$ cat config.mk
export PLATFORM = sky130hd
export DESIGN_NAME = ksa_shuffle_fsm
export DESIGN_NICKNAME = d
export VERILOG_FILES = /design/src/rtl/rc4_pkg.sv /design/src/rtl/ksa_key_byte_mux.sv /design/src/rtl/ksa_shuffle_fsm.sv
export SDC_FILE = /design/constraint.sdc
export NUM_CORES = 1
export LEC_CHECK = 0
export ABC_AREA = 1
export CELL_PAD_IN_SITES_DETAIL_PLACEMENT = 0
export CELL_PAD_IN_SITES_GLOBAL_PLACEMENT = 1
export CORE_ASPECT_RATIO = 0.75
export CORE_MARGIN = 4
export CORE_UTILIZATION = 38
export DETAILED_ROUTE_END_ITERATION = 16
export PLACE_DENSITY_LB_ADDON = 0.1
export SLEW_MARGIN = 30
export SYNTH_ARGS = -nofsm -noshare
export SYNTH_HDL_FRONTEND = slang
export SYNTH_SLANG_ARGS = --single-unit
$ cat constraint.sdc
create_clock -name CLOCK_50 -period 3.75 [get_ports CLOCK_50]
set_input_delay 0.75 -clock CLOCK_50 [delete_from_list [all_inputs] [get_ports CLOCK_50]]
set_output_delay 0.75 -clock CLOCK_50 [all_outputs]
set_load 0.01 [all_outputs]
$ cat src/rtl/rc4_pkg.sv
// Shared types and helpers for the RC4 key-scheduling shuffle engine.
// Latency: n/a (declarations only).
// Backpressure: n/a.
//
// Contents: shuffle_state_t state enum, default key length, S-box depth,
// k-counter width helper and key_byte() big-endian key byte selector.
package rc4_pkg;

    localparam int KEY_LEN_DEFAULT = 3;
    localparam int KEY_LEN_MAX     = 16;
    localparam int S_DEPTH         = 256;

    typedef enum logic [3:0] {
        S_IDLE,
        S_RD_SI,
        S_LATCH_SI,
        S_RD_SJ,
        S_LATCH_SJ,
        S_WR_I,
        S_WR_J,
        S_NEXT,
        S_DONE
    } shuffle_state_t;

    // Width of the key-index counter; a 1-byte key still needs a 1-bit counter.
    function automatic int k_width(input int n);
        return (n > 1) ? $clog2(n) : 1;
    endfunction

    // Key byte k of a right-justified key of klen bytes; byte 0 is the MSB end.
    function automatic logic [7:0] key_byte(input logic [8*KEY_LEN_MAX-1:0] key,
                                            input int klen, input int k);
        logic [7:0] b;
        b = 8'h00;
        if (k >= 0 && k < klen) begin
            b = key[8*(klen-1-k) +: 8];
        end
        return b;
    endfunction

endpackage

$ cat src/rtl/ksa_key_byte_mux.sv
// Selects key byte k out of the packed secret key.
// Latency: combinational.
// Backpressure: none.
//
// Ports: secret_key (8*KEY_LEN, big-endian), k (key index), kbyte (selected byte).
module ksa_key_byte_mux
    import rc4_pkg::*;
#(
    parameter int KEY_LEN = KEY_LEN_DEFAULT
) (
    input  logic [8*KEY_LEN-1:0]         secret_key,
    input  logic [k_width(KEY_LEN)-1:0]  k,
    output logic [7:0]                   kbyte
);

    logic [8*KEY_LEN_MAX-1:0] key_ext;

    always_comb begin
        key_ext                  = '0;
        key_ext[8*KEY_LEN-1:0]   = secret_key;
        kbyte                    = key_byte(key_ext, KEY_LEN, int'(k));
    end

endmodule

$ cat src/rtl/ksa_shuffle_fsm.sv
// RC4 KSA second loop: j=j+s[i]+key[i mod KEY_LEN], swap s[i]/s[j], i=0..255.
// Latency: 7 cycles per iteration; done one edge after the last NEXT (1793 edges incl. start sample).
// Backpressure: level start handshake; start low in any busy state aborts to IDLE.
//
// Ports: CLOCK_50, reset (async, active-high), start, secret_key, s_q (RAM read data)
//        -> s_addr, s_data, s_wren (RAM port), done (held until start drops).
// Optional macro SHUFFLE_SELF_SWAP_SKIP_EN: an iteration whose new j equals i goes
// straight to NEXT (3 cycles, no writes); final S-box contents are unchanged.
module ksa_shuffle_fsm
    import rc4_pkg::*;
#(
    parameter int KEY_LEN = KEY_LEN_DEFAULT,
    parameter int DATA_W  = 8,
    parameter int ADDR_W  = 8
) (
    input  logic                  CLOCK_50,
    input  logic                  reset,
    input  logic                  start,
    input  logic [8*KEY_LEN-1:0]  secret_key,
    input  logic [DATA_W-1:0]     s_q,
    output logic [ADDR_W-1:0]     s_addr,
    output logic [DATA_W-1:0]     s_data,
    output logic                  s_wren,
    output logic                  done
);

    localparam int KW = k_width(KEY_LEN);
    localparam logic [ADDR_W-1:0] LAST_I = '1;

    shuffle_state_t    state_q, state_d;
    logic [ADDR_W-1:0] i_q, i_d, j_q, j_d;
    logic [KW-1:0]     k_q, k_d;
    logic [DATA_W-1:0] si_q, si_d, sj_q, sj_d;
    logic [ADDR_W-1:0] s_addr_q, s_addr_d;
    logic [DATA_W-1:0] s_data_q, s_data_d;
    logic              s_wren_q, s_wren_d;
    logic              done_q, done_d;

    logic [7:0]        key_b;
    logic [ADDR_W-1:0] j_sum;

    ksa_key_byte_mux #(.KEY_LEN(KEY_LEN)) u_key_mux (
        .secret_key (secret_key),
        .k          (k_q),
        .kbyte      (key_b)
    );

    assign j_sum = j_q + ADDR_W'(s_q) + ADDR_W'(key_b);

    always_comb begin
        state_d  = state_q;
        i_d      = i_q;
        j_d      = j_q;
        k_d      = k_q;
        si_d     = si_q;
        sj_d     = sj_q;
        s_addr_d = '0;
        s_data_d = '0;
        s_wren_d = 1'b0;
        done_d   = 1'b0;

        // Losing start while busy abandons the loop; the sequencer rebuilds s anyway.
        if (state_q != S_IDLE && !start) begin
            state_d = S_IDLE;
        end else begin
            case (state_q)
                S_IDLE: begin
                    if (start) begin
                        state_d = S_RD_SI;
                        i_d     = '0;
                        j_d     = '0;
                        k_d     = '0;
                    end
                end
                S_RD_SI:    state_d = S_LATCH_SI;
                S_LATCH_SI: begin
                    si_d    = s_q;
                    j_d     = j_sum;
                    state_d = S_RD_SJ;
`ifdef SHUFFLE_SELF_SWAP_SKIP_EN
                    if (j_sum == i_q) begin
                        state_d = S_NEXT;
                    end
`endif
                end
                S_RD_SJ:    state_d = S_LATCH_SJ;
                S_LATCH_SJ: begin
                    sj_d    = s_q;
                    state_d = S_WR_I;
                end
                S_WR_I:     state_d = S_WR_J;
                S_WR_J:     state_d = S_NEXT;
                S_NEXT: begin
                    if (i_q == LAST_I) begin
                        state_d = S_DONE;
                    end else begin
                        i_d     = i_q + 1'b1;
                        k_d     = (k_q == KW'(KEY_LEN-1)) ? '0 : k_q + 1'b1;
                        state_d = S_RD_SI;
                    end
                end
                S_DONE:     state_d = S_DONE;
                default:    state_d = S_IDLE;
            endcase
        end

        // Outputs are decoded from the next state so they are valid during that
        // state's cycle; the RAM then sees the address one edge ahead of the latch.
        case (state_d)
            S_RD_SI, S_LATCH_SI, S_NEXT: s_addr_d = i_d;
            S_RD_SJ, S_LATCH_SJ:         s_addr_d = j_d;
            S_WR_I: begin
                s_addr_d = i_d;
                s_data_d = sj_d;
                s_wren_d = 1'b1;
            end
            S_WR_J: begin
                s_addr_d = j_d;
                s_data_d = si_d;
                s_wren_d = 1'b1;
            end
            S_DONE:  done_d = 1'b1;
            default: s_addr_d = '0;
        endcase
    end

    always_ff @(posedge CLOCK_50 or posedge reset) begin
        if (reset) begin
            state_q  <= S_IDLE;
            i_q      <= '0;
            j_q      <= '0;
            k_q      <= '0;
            si_q     <= '0;
            sj_q     <= '0;
            s_addr_q <= '0;
            s_data_q <= '0;
            s_wren_q <= 1'b0;
            done_q   <= 1'b0;
        end else begin
            state_q  <= state_d;
            i_q      <= i_d;
            j_q      <= j_d;
            k_q      <= k_d;
            si_q     <= si_d;
            sj_q     <= sj_d;
            s_addr_q <= s_addr_d;
            s_data_q <= s_data_d;
            s_wren_q <= s_wren_d;
            done_q   <= done_d;
        end
    end

    assign s_addr = s_addr_q;
    assign s_data = s_data_q;
    assign s_wren = s_wren_q;
    assign done   = done_q;

endmodule

==> results.py <==
metrics = {
    "run_status": {
        "outcome": "completed",
    },
    "global_routing": {
        "grt_pass1_vias": 2378,
        "antenna_found_initial": 0,
        "grtUsageTotal_pct": 16.5,
        "overflow": 0,
        "grt_pass1_wl_um": 12000,
        "grt_max_degree": 49,
    },
    "synth": {
        "synthesis.nets": 428,
        "synthArstFlopShare_pct": 100,
        "synth-adder-area-share_pct": 10.3,
        "synth_cell_types": 32,
        "syn_area_mm2": 0.00290,
        "synthFlopType": "dfrtp_1",
        "synth_top_family_by_area": "simple AND/OR/NAND/NOR gates",
        "synthCells": 374,
        "yosysSeqAreaShare_pct": 41.5,
        "synth_compound_area_share_pct": 10.9,
        "yosysWarnings": 0,
        "yosys.area_share.simple_pct": 30.6,
        "avgSynthCellArea_um2": 7.74,
        "ys_ff_latch": 48,
        "synth-edff-count": 0,
        "synth-xor-area-share_pct": 0.605,
        "synthMuxAreaShare_pct": 0,
    },
    "setup_path": {
        "critical_path_class": "flip-flop to flip-flop",
        "start_kind": "flip-flop",
        "crit_fanout": 8,
        "cp.arrival_ns": 3.56,
        "critPathCaptureType": "flip-flop",
        "worstPathRequired_ns": 3.96,
    },
    "detailed_routing": {
        "viasPerCell": 4.79,
        "drc_errors": 0,
        "wire_per_inst_um": 13.4,
        "wirelength_um": 7120,
        "vias": 2555,
        "drtIter0Drc": 140,
        "ant_nets": 0,
        "dr.pass1.iters": 4,
    },
    "power": {
        "cellPowerDensity_mw_per_mm2": 651,
        "cellLeakagePower_nw": 1.85,
        "vdd_ir_drop_max_mv": 0.261,
    },
    "clock_tree": {
        "cts_sinks": 48,
        "clk_latency_ns": 0.31,
        "cts_tree": "done",
        "cts_buffers": 5,
        "clkTransAtPathRegs_ns": 0.10,
        "cts_root_buf": "clkbuf_8",
        "clk_path_buf_depth": 2,
        "ctsHoldBuffers": 0,
        "cts_setup_buffers": 0,
        "post_cts_resize_count": 0,
        "htree_levels": 2,
    },
    "layout": {
        "final_cell_count_no_fill": 533,
        "final_design_area_no_fill_mm2": 0.00367,
        "fillers": 765,
        "syn_to_final_growth_pct": 26.9,
        "multi_input_area_mm2": 0.00152,
        "drive_above_1_share_pct": 9.26,
        "diodes": 0,
        "nets": 485,
        "final_common_cell": "nand2_1",
        "seqCellArea_mm2": 0.00120,
        "mostFrequentLayoutCells": "nand2_1, clkdlybuf4s50_1, dfrtp_1",
    },
    "floorplan": {
        "die_area_mm2": 0.00910,
        "pin_count": 53,
        "start_util_pct": 39.3,
        "core_mm2": 0.00736,
        "die_h_um": 83.6,
        "die_x_um": 109,
        "rows": 27,
    },
    "sta": {
        "rsz0062_at_grt": "false",
        "setup_viol": 0,
        "slew_viol_final": 0,
        "fin_setup_tns_ns": 0,
        "finalCritPeriodShare_pct": 89.5,
        "slew_headroom_pct": 60.0,
        "tightest_slew_ns": 0.600,
        "fmax_mhz": 298,
        "hold_ws_ns": 0.487,
        "hold_viol_final": 0,
        "finalClockSkew_ns": 0.0150,
        "finalCriticalPeriod_ns": 3.36,
    },
    "placement": {
        "portBuffers": 52,
        "place_congestion": 0.815,
        "placed_area_mm2": 0.00354,
        "dp.cells": 525,
        "dp_hpwl_um": 5600,
    },
    "run": {
        "cap_violations": 0,
    },
    "worst_hold_path": {
        "hold_path_class": "flip-flop to flip-flop",
    },
}
-- cells by family (layout without fill, tap and decap cells) --
family,after synthesis,count (layout)
and+or+nand+nor,208,208
adders and majority gates,19,19
DFF,48,48
xor gates and xnor gates,2,2
AOI/OAI and AO/OA,53,53
buffers and inverters,44,102
-- critical path: stages, from the launching register on --
cell and delay [ns]:
dfrtp_1 0.49, clkinv_1 0.13, ha_1 0.32, inv_1 0.20
a21oi_1 0.07, a211oi_1 0.34, fa_1 0.49, ha_1 0.24
inv_1 0.09, fa_1 0.25, nor2_1 0.07, nor2_1 0.11
xor2_1 0.18, o21ai_0 0.14, nand2_1 0.08, nand2_1 0.05
-- metrics by stage --
stage / total power, mW / utilization [%] / worst slack (ns)
after CTS: 2.41 / 49.9 / 0.377
final: 2.39 / 49.9 / 0.392
after floorplan: 1.58 / - / 0.296
after detailed placement: 1.94 / 48.0 / 0.321
after global routing: 2.62 / 49.9 / 0.0836
after global placement: 1.95 / 48.0 / 0.340
-- synthesized netlist by cell type (all sizes together), types with 2 or more instances --
library cell	number	area [µm²]
ha	11	138
o21ai	17	92.6
fa	8	160
nor2	25	126
nand4	2	12.5
buf	4	27.5
a21oi	21	105
dfrtp	48	1200
nand2	160	631
nor3	3	20.0
a211oi	7	52.6
inv	38	143
a22o	2	17.5
xor2	2	17.5
nand3	17	90.1
-- area by class of cell --
cell class	instances	area share (%)
clock buffers	5	1.87
well taps	101	3.44
repair buffers	55	14.8
inverters	39	4.05
multi-input cells	282	41.3
clock inverters	3	1.87
flip-flops and latches	48	32.7
-- per-layer routing --
metal  up-vias  wire [µm]  track usage [%]
met1      1189       3680             27.3
met5         -          0                0
met3         2        540             3.79
li1       1300          -                -
met4         0         26             2.75
met2        64       2870             21.7
-- flip-flops by register name, indices dropped and copies added, names as in the netlist --
| name | flops |
|---|---|
| s_addr | 8 |
| s_wren | 1 |
| j_q | 8 |
| done | 1 |
| si_q | 8 |
| s_data | 8 |
| i_q | 8 |
| k_q | 2 |
| state_q | 4 |
-- where the power goes --
part	internal [mW]	leakage, nW	switching (mW)	total (mW)
logic	0.474	1.13	0.742	1.22
registers	0.642	0.648	0.0736	0.716
clock network	0.269	0.0687	0.190	0.459
total	1.39	1.85	1.01	2.39
-- final timing paths --
check	slack, ns	end	from	cells after the start
worst max-delay path	0.39	s_addr[5]$_DFF_PP0_	k_q[0]$_DFFE_PP0P_	15
worst min-delay path	0.49	si_q[7]$_DFF_PP0_	si_q[7]$_DFF_PP0_	2
worst max register to register	0.39	s_addr[5]$_DFF_PP0_	k_q[0]$_DFFE_PP0P_	15
worst min register to register	0.49	si_q[7]$_DFF_PP0_	si_q[7]$_DFF_PP0_	2
max in group asynchronous	2.47	j_q[1]$_DFF_PP0_	reset	2
min in group asynchronous	0.87	state_q[3]$_DFF_PP0_	reset	2
Note: power is estimated with default switching activity, not from simulation.
